File: src/rtl/rr_distributor.sv
// Round-robin fan-out: one decoupled input stream is spread over four
// decoupled consumers through a single-entry holding register.
module rr_distributor #(
  parameter int W     = 8,
  parameter int N_OUT = 4
) (
  input  logic         clk,
  input  logic         reset,
  input  logic         io_in_valid,
  output logic         io_in_ready,
  input  logic [W-1:0] io_in_bits,
  output logic         io_out_0_valid,
  input  logic         io_out_0_ready,
  output logic [W-1:0] io_out_0_bits,
  output logic         io_out_1_valid,
  input  logic         io_out_1_ready,
  output logic [W-1:0] io_out_1_bits,
  output logic         io_out_2_valid,
  input  logic         io_out_2_ready,
  output logic [W-1:0] io_out_2_bits,
  output logic         io_out_3_valid,
  input  logic         io_out_3_ready,
  output logic [W-1:0] io_out_3_bits,
  output logic [1:0]   io_sel,
  output logic         io_fire
);

  logic             buf_valid;
  logic [W-1:0]     buf_bits;
  logic [1:0]       last_grant;
  logic [1:0]       sel;
  logic             found;
  logic             out_fire;
  logic             in_fire;
  logic [N_OUT-1:0] rdy;
  logic [N_OUT-1:0] vld;

  assign rdy = {io_out_3_ready, io_out_2_ready, io_out_1_ready, io_out_0_ready};

  // First pass looks above last_grant, second pass wraps; with nobody
  // ready the selection parks on the port after the last grant.
  always_comb begin
    sel   = last_grant + 2'd1;
    found = 1'b0;
    for (int k = 0; k < N_OUT; k++) begin
      if (!found && rdy[k] && (3'(k) > {1'b0, last_grant})) begin
        sel   = 2'(k);
        found = 1'b1;
      end
    end
    for (int k = 0; k < N_OUT; k++) begin
      if (!found && rdy[k]) begin
        sel   = 2'(k);
        found = 1'b1;
      end
    end
  end

  genvar k;
  generate
    for (k = 0; k < N_OUT; k++) begin : g_vld
      assign vld[k] = buf_valid & (sel == 2'(k));
    end
  endgenerate

  assign out_fire    = buf_valid & rdy[sel];
  // buf_valid is already cleared asynchronously; reset only needs to gate ready.
  assign io_in_ready = reset & (~buf_valid | out_fire);
  assign in_fire     = io_in_valid & io_in_ready;

  assign io_out_0_valid = vld[0];
  assign io_out_1_valid = vld[1];
  assign io_out_2_valid = vld[2];
  assign io_out_3_valid = vld[3];
  assign io_out_0_bits  = buf_bits;
  assign io_out_1_bits  = buf_bits;
  assign io_out_2_bits  = buf_bits;
  assign io_out_3_bits  = buf_bits;
  assign io_sel         = sel;
  assign io_fire        = out_fire;

  always_ff @(posedge clk or negedge reset) begin
    if (!reset) begin
      buf_valid  <= 1'b0;
      buf_bits   <= '0;
      last_grant <= 2'd3;
    end else begin
      if (out_fire) last_grant <= sel;
      if (in_fire) begin
        buf_bits  <= io_in_bits;
        buf_valid <= 1'b1;
      end else if (out_fire) begin
        buf_valid <= 1'b0;
      end
    end
  end

endmodule

File: config.mk
export PLATFORM = sky130hd
export DESIGN_NAME = rr_distributor
export DESIGN_NICKNAME = d
export VERILOG_FILES = /design/src/rtl/rr_distributor.sv
export SDC_FILE = /design/constraint.sdc
export NUM_CORES = 1
export LEC_CHECK = 0
export ABC_AREA = 0
export CORE_UTILIZATION = 40
export DETAILED_ROUTE_END_ITERATION = 8
export PLACE_DENSITY = 0.89
export SLEW_MARGIN = 0
export SYNTH_ARGS = -nofsm -noshare
export SYNTH_HDL_FRONTEND = slang
export SYNTH_SLANG_ARGS = --single-unit
File: constraint.sdc
create_clock -name clk -period 4.7 [get_ports clk]
set_clock_uncertainty 0.2 [all_clocks]
set_input_delay 0.94 -clock clk [delete_from_list [all_inputs] [get_ports clk]]
set_output_delay 0.94 -clock clk [all_outputs]
set_load 0.02 [all_outputs]
* Word level (Yosys, flattened, before mapping)
Cells that the tools add are included.
Storage, ports and cells: flip-flop bits (word level) 11, latch bits 0, bits in writable memories 0, ROM bits 0, input port bits 15, logic and storage cells 54, memories kept 0
Cells by class: add/sub/neg operators 1, $mul 0, divide/modulo/power cells 0, magnitude comparators 4, equal/unequal tests 3, shift-type cells 0, mux-type cells 17, bitwise operators 9, reduce and logical (&&, ||, !) cells 17
Operators with widths (number):
- $mux W2 | 7
- $logic_and A1 B1 Y1 | 9
- $mux W1 | 9
- $and A1 B1 Y1 | 7
- $logic_not A1 Y1 | 6
- $eq A2 B2 Y1 const B | 2
- $gt A2 B2 Y1 const A | 2
- $lt A2 B3 Y1 const B | 1
- $add A2 B1 Y2 const B | 1
- $bmux W1 S2 | 1
- $eq A2 B1 Y1 const B | 1
- $gt A1 B2 Y1 const A | 1
- $logic_not A2 Y1 | 1
- $reduce_bool A2 Y1 | 1
- $not A1 Y1 | 1
- $or A1 B1 Y1 | 1

* Logic depth before layout (Yosys ltp)
depth in word-level cells 30, depth in mapped cells 7, depth with buffers taken out 7

* Least setup slack after synthesis
OpenSTA, ideal clock, no wires.
kind in2out, from input io_out_1_ready, to output io_in_ready, data arrival time 2194 ps, slack 1366 ps, cell stages on the path 5, buffers on the path 0, cell sequence a211oi_1 > a22oi_4 > nand3_2 > nor2_1 > a21boi_0
Between the ends: word-level cells in the longest chain between the ends 27, elaborated cells on any way between the ends 33, those cells by class 15 x mux; 3 x bitwise; 15 x reduce/logical
RTL lines:
- start: declaration | line 16 | input logic io_out_1_ready,
- $logic_and A1 B1 Y1 | line 46 | if (!found && rdy[k] && (3'(k) > {1'b0, last_grant})) begin
- $mux W1 | line 46
- $logic_not A1 Y1 | line 46
- $logic_and A1 B1 Y1 (2 in series) | line 46
- $mux W1 | line 46
- $logic_not A1 Y1 | line 46
- $logic_and A1 B1 Y1 (2 in series) | line 46
- $mux W1 | line 46
- (+9 left out)
- $logic_not A1 Y1 | line 52 | if (!found && rdy[k]) begin
- $logic_and A1 B1 Y1 | line 52
- $mux W2 | line 52
- $bmux W1 S2 * | line 66 | assign out_fire = buf_valid & rdy[sel];
- $mux W1 (not written as such) * | line 66
- $and A1 B1 Y1 * | line 66
- $or A1 B1 Y1 * | line 68 | assign io_in_ready = reset & (~buf_valid | out_fire);
- $and A1 B1 Y1 * | line 68
- end: declaration | line 10 | output logic io_in_ready,
Every way passes the cells marked *; elsewhere a longest branch is shown, timed or not. The select of a mux whose other input is x is not followed.

* Worst setup path after layout
from input io_out_1_ready, to output io_out_3_valid
Between the ends: word-level cells in the longest chain between the ends 24, elaborated cells on any way between the ends 30, those cells by class 1 x eq/ne; 13 x mux; 1 x bitwise; 15 x reduce/logical
RTL lines:
- $logic_and A1 B1 Y1 | line 46
- $mux W1 | line 46
- $logic_not A1 Y1 | line 46
- $logic_and A1 B1 Y1 (2 in series) | line 46
- $mux W1 | line 46
- $logic_not A1 Y1 | line 46
- $logic_and A1 B1 Y1 (2 in series) | line 46
- $mux W1 | line 46
- (+6 left out)
- $logic_not A1 Y1 | line 52
- $logic_and A1 B1 Y1 | line 52
- $mux W1 | line 52
- $logic_not A1 Y1 | line 52
- $logic_and A1 B1 Y1 | line 52
- $mux W2 * | line 52
- $eq A2 B2 Y1 * | line 62 | assign vld[k] = buf_valid & (sel == 2'(k));
- $and A1 B1 Y1 * | line 62
- end: declaration | line 21 | output logic io_out_3_valid,
Every way passes the cells marked *; elsewhere a longest branch is shown, timed or not.

==> flow_results.org <==
** Run status
- The flow ran to the end, and the final reports show no timing, DRC or antenna violations.

** Route
- Dividing the detail-routed wire length by the instance count gives 12.37 um.
- For this run, design rule violations remaining after detail routing come to 0.
- Number of optimization iterations in the first detailed-route pass :: 4
- Routed Wire Length :: 1918 um
- Using the TritonRoute via totals, the vias-per-cell ratio works out to 5.168.
- Count of vias placed by the detailed router :: 801
- The first routing iteration left 9 violations.
- The count of nets left with antenna violations once routing finished came out at 0.

** CTS
- Clock tree from TritonCTS :: done
- CTS Buf Count :: 3
- Post-cts sizing count :: 0
- Clock tree buffer depth :: 2
- The number of setup buffers added after CTS is 0.
- Clock latency reported for the late side of the worst-skew pair :: 0.26 ns
- Clock tree sinks :: 11
- Clock transition at the registers of the reported paths :: 0.07 ns
- The number of hold buffers added after CTS was 0.
- CTS built an H-tree with a depth of 1.
- Root buffer cell :: sky130_fd_sc_hd__clkbuf_4

** Pwr
- Dividing total power by cell area gives a power density of 567.1 mW/mm2.
- VDD sags by at most 0.0003277 V.
- Leakage :: 0.0005657 uW

** Finish
- Core utilization of the finished layout :: 65.01%
- After routing the design area is 0.001328 mm2.
- Count of placed standard cells in the final layout, fillers left out :: 155
- The final layout contains 147 nets.
- The top cell types in the final layout, fill and taps aside, are sky130_fd_sc_hd__clkdlybuf4s50_1 (54), sky130_fd_sc_hd__dfrtp_1 (9), sky130_fd_sc_hd__nand2_1 (8).
- The number of antenna diodes in the final layout is 0.
- Most common cell after layout, fill and taps aside :: sky130_fd_sc_hd__clkdlybuf4s50_1
- Growth of design area from synthesis to finish :: 47.16%
- Share of final-layout standard cells stronger than drive strength 1 :: 14.84%

** Logic synthesis
- After synthesis the netlist holds a flip-flop and latch count of 11.
- Sequential cells were found to cover 30.79% of the synthesized design area.
- Yosys mapped a number of flops with a built-in enable equal to 0.
- In the synthesized netlist the dominant register cell turns out to be sky130_fd_sc_hd__dfrtp_1.
- During synthesis, Yosys emitted a total of 0 warnings.
- Syn_area_per_cell :: 9.597 um2
- Post-Syn Area :: 902.1 um2
- The netlist uses 34 different library cells.
- Counting every net in the synthesized netlist gives 112.
- After synthesis, the share of flip-flops with an asynchronous set or reset is 100.0%.
- The cell count after synthesis came out at 94.

** Die
- The floorplan step defined a die boundary enclosing 0.002449 mm2.
- Std-Cell Rows :: 16
- Std-Cell Core Area :: 0.002042 mm2
- Starting Density :: 44.18%
- Die boundary width :: 49.49 um
- Boundary pin count :: 55
- Die boundary height :: 49.49 um

** STA
- Rel. slew slack :: 66.12%
- Setup violations remaining at the end of the flow were counted as 0.
- Post-layout minimum cycle time :: 4.297 ns
- Setup slack closes at 0.4035 ns.
- The final critical path takes up 91.41% of the cycle.
- For the final routed database, the setup TNS stands at 0 ns.
- For the pin with the worst max-slew slack, the measured transition is 0.5070 ns.
- Count of endpoints failing hold in the final timing report :: 0
- For this run, the top clock speed supported by timing is 0.2327 GHz.
- Unrepaired setup endpoints after global routing :: false
- Number of pins with negative max-slew slack in the final report :: 0

** Global routing
- Overall overflow remaining after global route :: 0
- Pin count of the biggest net entering global routing :: 14
- The initial antenna violation count came to 0.
- First-pass GRT wire length :: 3201 um
- In the global route stage, overall resource usage came out at 17.24%.
- Vias in the first global route :: 735

** Hold path
- Class of the most critical hold timing path :: register to register
- The startpoint identified for the worst hold timing path is io_out_0_bits[6].

** Critical path
- Required time of the critical path :: 3.56 ns
- Critical register-to-register path startpoint :: last_grant[0]
- CP Class :: input pin to primary output
- Nature of the critical path endpoint :: primary output
- Critical path startpoint category :: input pin
- Arrival time worst endpoint :: 3.16 ns
- Highest fanout seen on the critical path :: 6
- Critical path startpoint :: io_out_1_ready

** Place
- Including well taps, the total number of placed cells is 151.
- The count of buffers added on input and output ports is 54.
- Summed over all nets, the half-perimeter wirelength after detailed placement is 1554 um.
- Global placer's final weighted congestion :: 0.8206
- Instance area at placement :: 0.001300 mm2
- Before CTS, the worst setup slack after placement is 0.4314 ns.

** Flow run
- The tool flagged a number of max-cap violations equal to 0.
==> report_power, final <==
group / leakage (uW) / switching, uW / internal (uW)
combinational: 0.000421 / 273 / 253
clock: 0.0000177 / 30.1 / 31.4
sequential: 0.000127 / 35.6 / 130
total: 0.000566 / 338 / 414
==> layout make-up <==
type,count,area [um2]
Clock inverter,1,5.005
Timing Repair Buffer,55,548.0
Clock buffer,3,22.52
Tap cell,27,33.78
Sequential cell,11,277.8
Fill cell,170,714.4
Multi-Input combinational cell,53,421.7
Inverter,5,18.77
==> stage by stage <==
stage	hold slack, ns	power (uW)
2_1_floorplan	0.3697	531.3
3_3_place_gp	0.3430	681.5
3_5_place_dp	0.3593	691.9
4_1_cts	0.3758	756.8
5_1_grt	0.4079	800.5
6_report	0.3645	752.9
==> flip-flops by register name, summed over array words and instances, names as in the netlist <==
register       count
last_grant         2
io_out_0_bits      8
buf_valid          1
==> critical path, stage by stage <==
cell and delay (ns):
sky130_fd_sc_hd__clkdlybuf4s50_1 0.54, sky130_fd_sc_hd__and2_1 0.22, sky130_fd_sc_hd__a221oi_1 0.08, sky130_fd_sc_hd__nand2b_1 0.20, sky130_fd_sc_hd__a31oi_1 0.33, sky130_fd_sc_hd__and3_1 0.23, sky130_fd_sc_hd__clkdlybuf4s50_1 0.61
==> layer usage <==
layer	global-route usage, %	share of wire, %	up-vias
met4	8.571	0.99	0
met2	29.45	49	59
met5	0	0	-
met3	6.481	12	2
met1	18.55	38	364
li1	-	-	376
==> path summary, 6_finish.rpt <==
kind / to / slack (ns) / cells past startpoint
worst max-delay path: io_out_3_valid / 0.40 / 7
worst min-delay path: io_out_0_bits[6] / 0.36 / 1
worst max register to register: io_out_0_bits[5] / 1.87 / 7
worst min register to register: io_out_0_bits[6] / 0.36 / 1
max in group asynchronous: last_grant[0] / 3.25 / 2
min in group asynchronous: io_out_0_bits[3] / 0.82 / 2
==> cells in the mapped netlist, drive strengths merged (2+ instances only) <==
master | number | area share (%)
buf | 24 | 20
nor2 | 4 | 1.7
mux2 | 9 | 12
nand2b | 4 | 2.8
o21ai | 3 | 1.7
nand3 | 4 | 2.8
ha | 3 | 4.2
inv | 5 | 2.1
a22oi | 2 | 3.2
nand2 | 8 | 3.3
dfrtp | 9 | 25
dfstp | 2 | 5.8
==> logic make-up (layout without fill, tap and decap cells) <==
kind of cell,count (synthesis),count (layout),synth area share (%)
simple gates,24,24,13.32
mux,9,9,11.65
compound gates,17,17,17.62
buf+inv,30,64,22.47
flops,11,11,30.79
fa+ha+maj,3,3,4.161
Power figures use the tool's default switching activity.
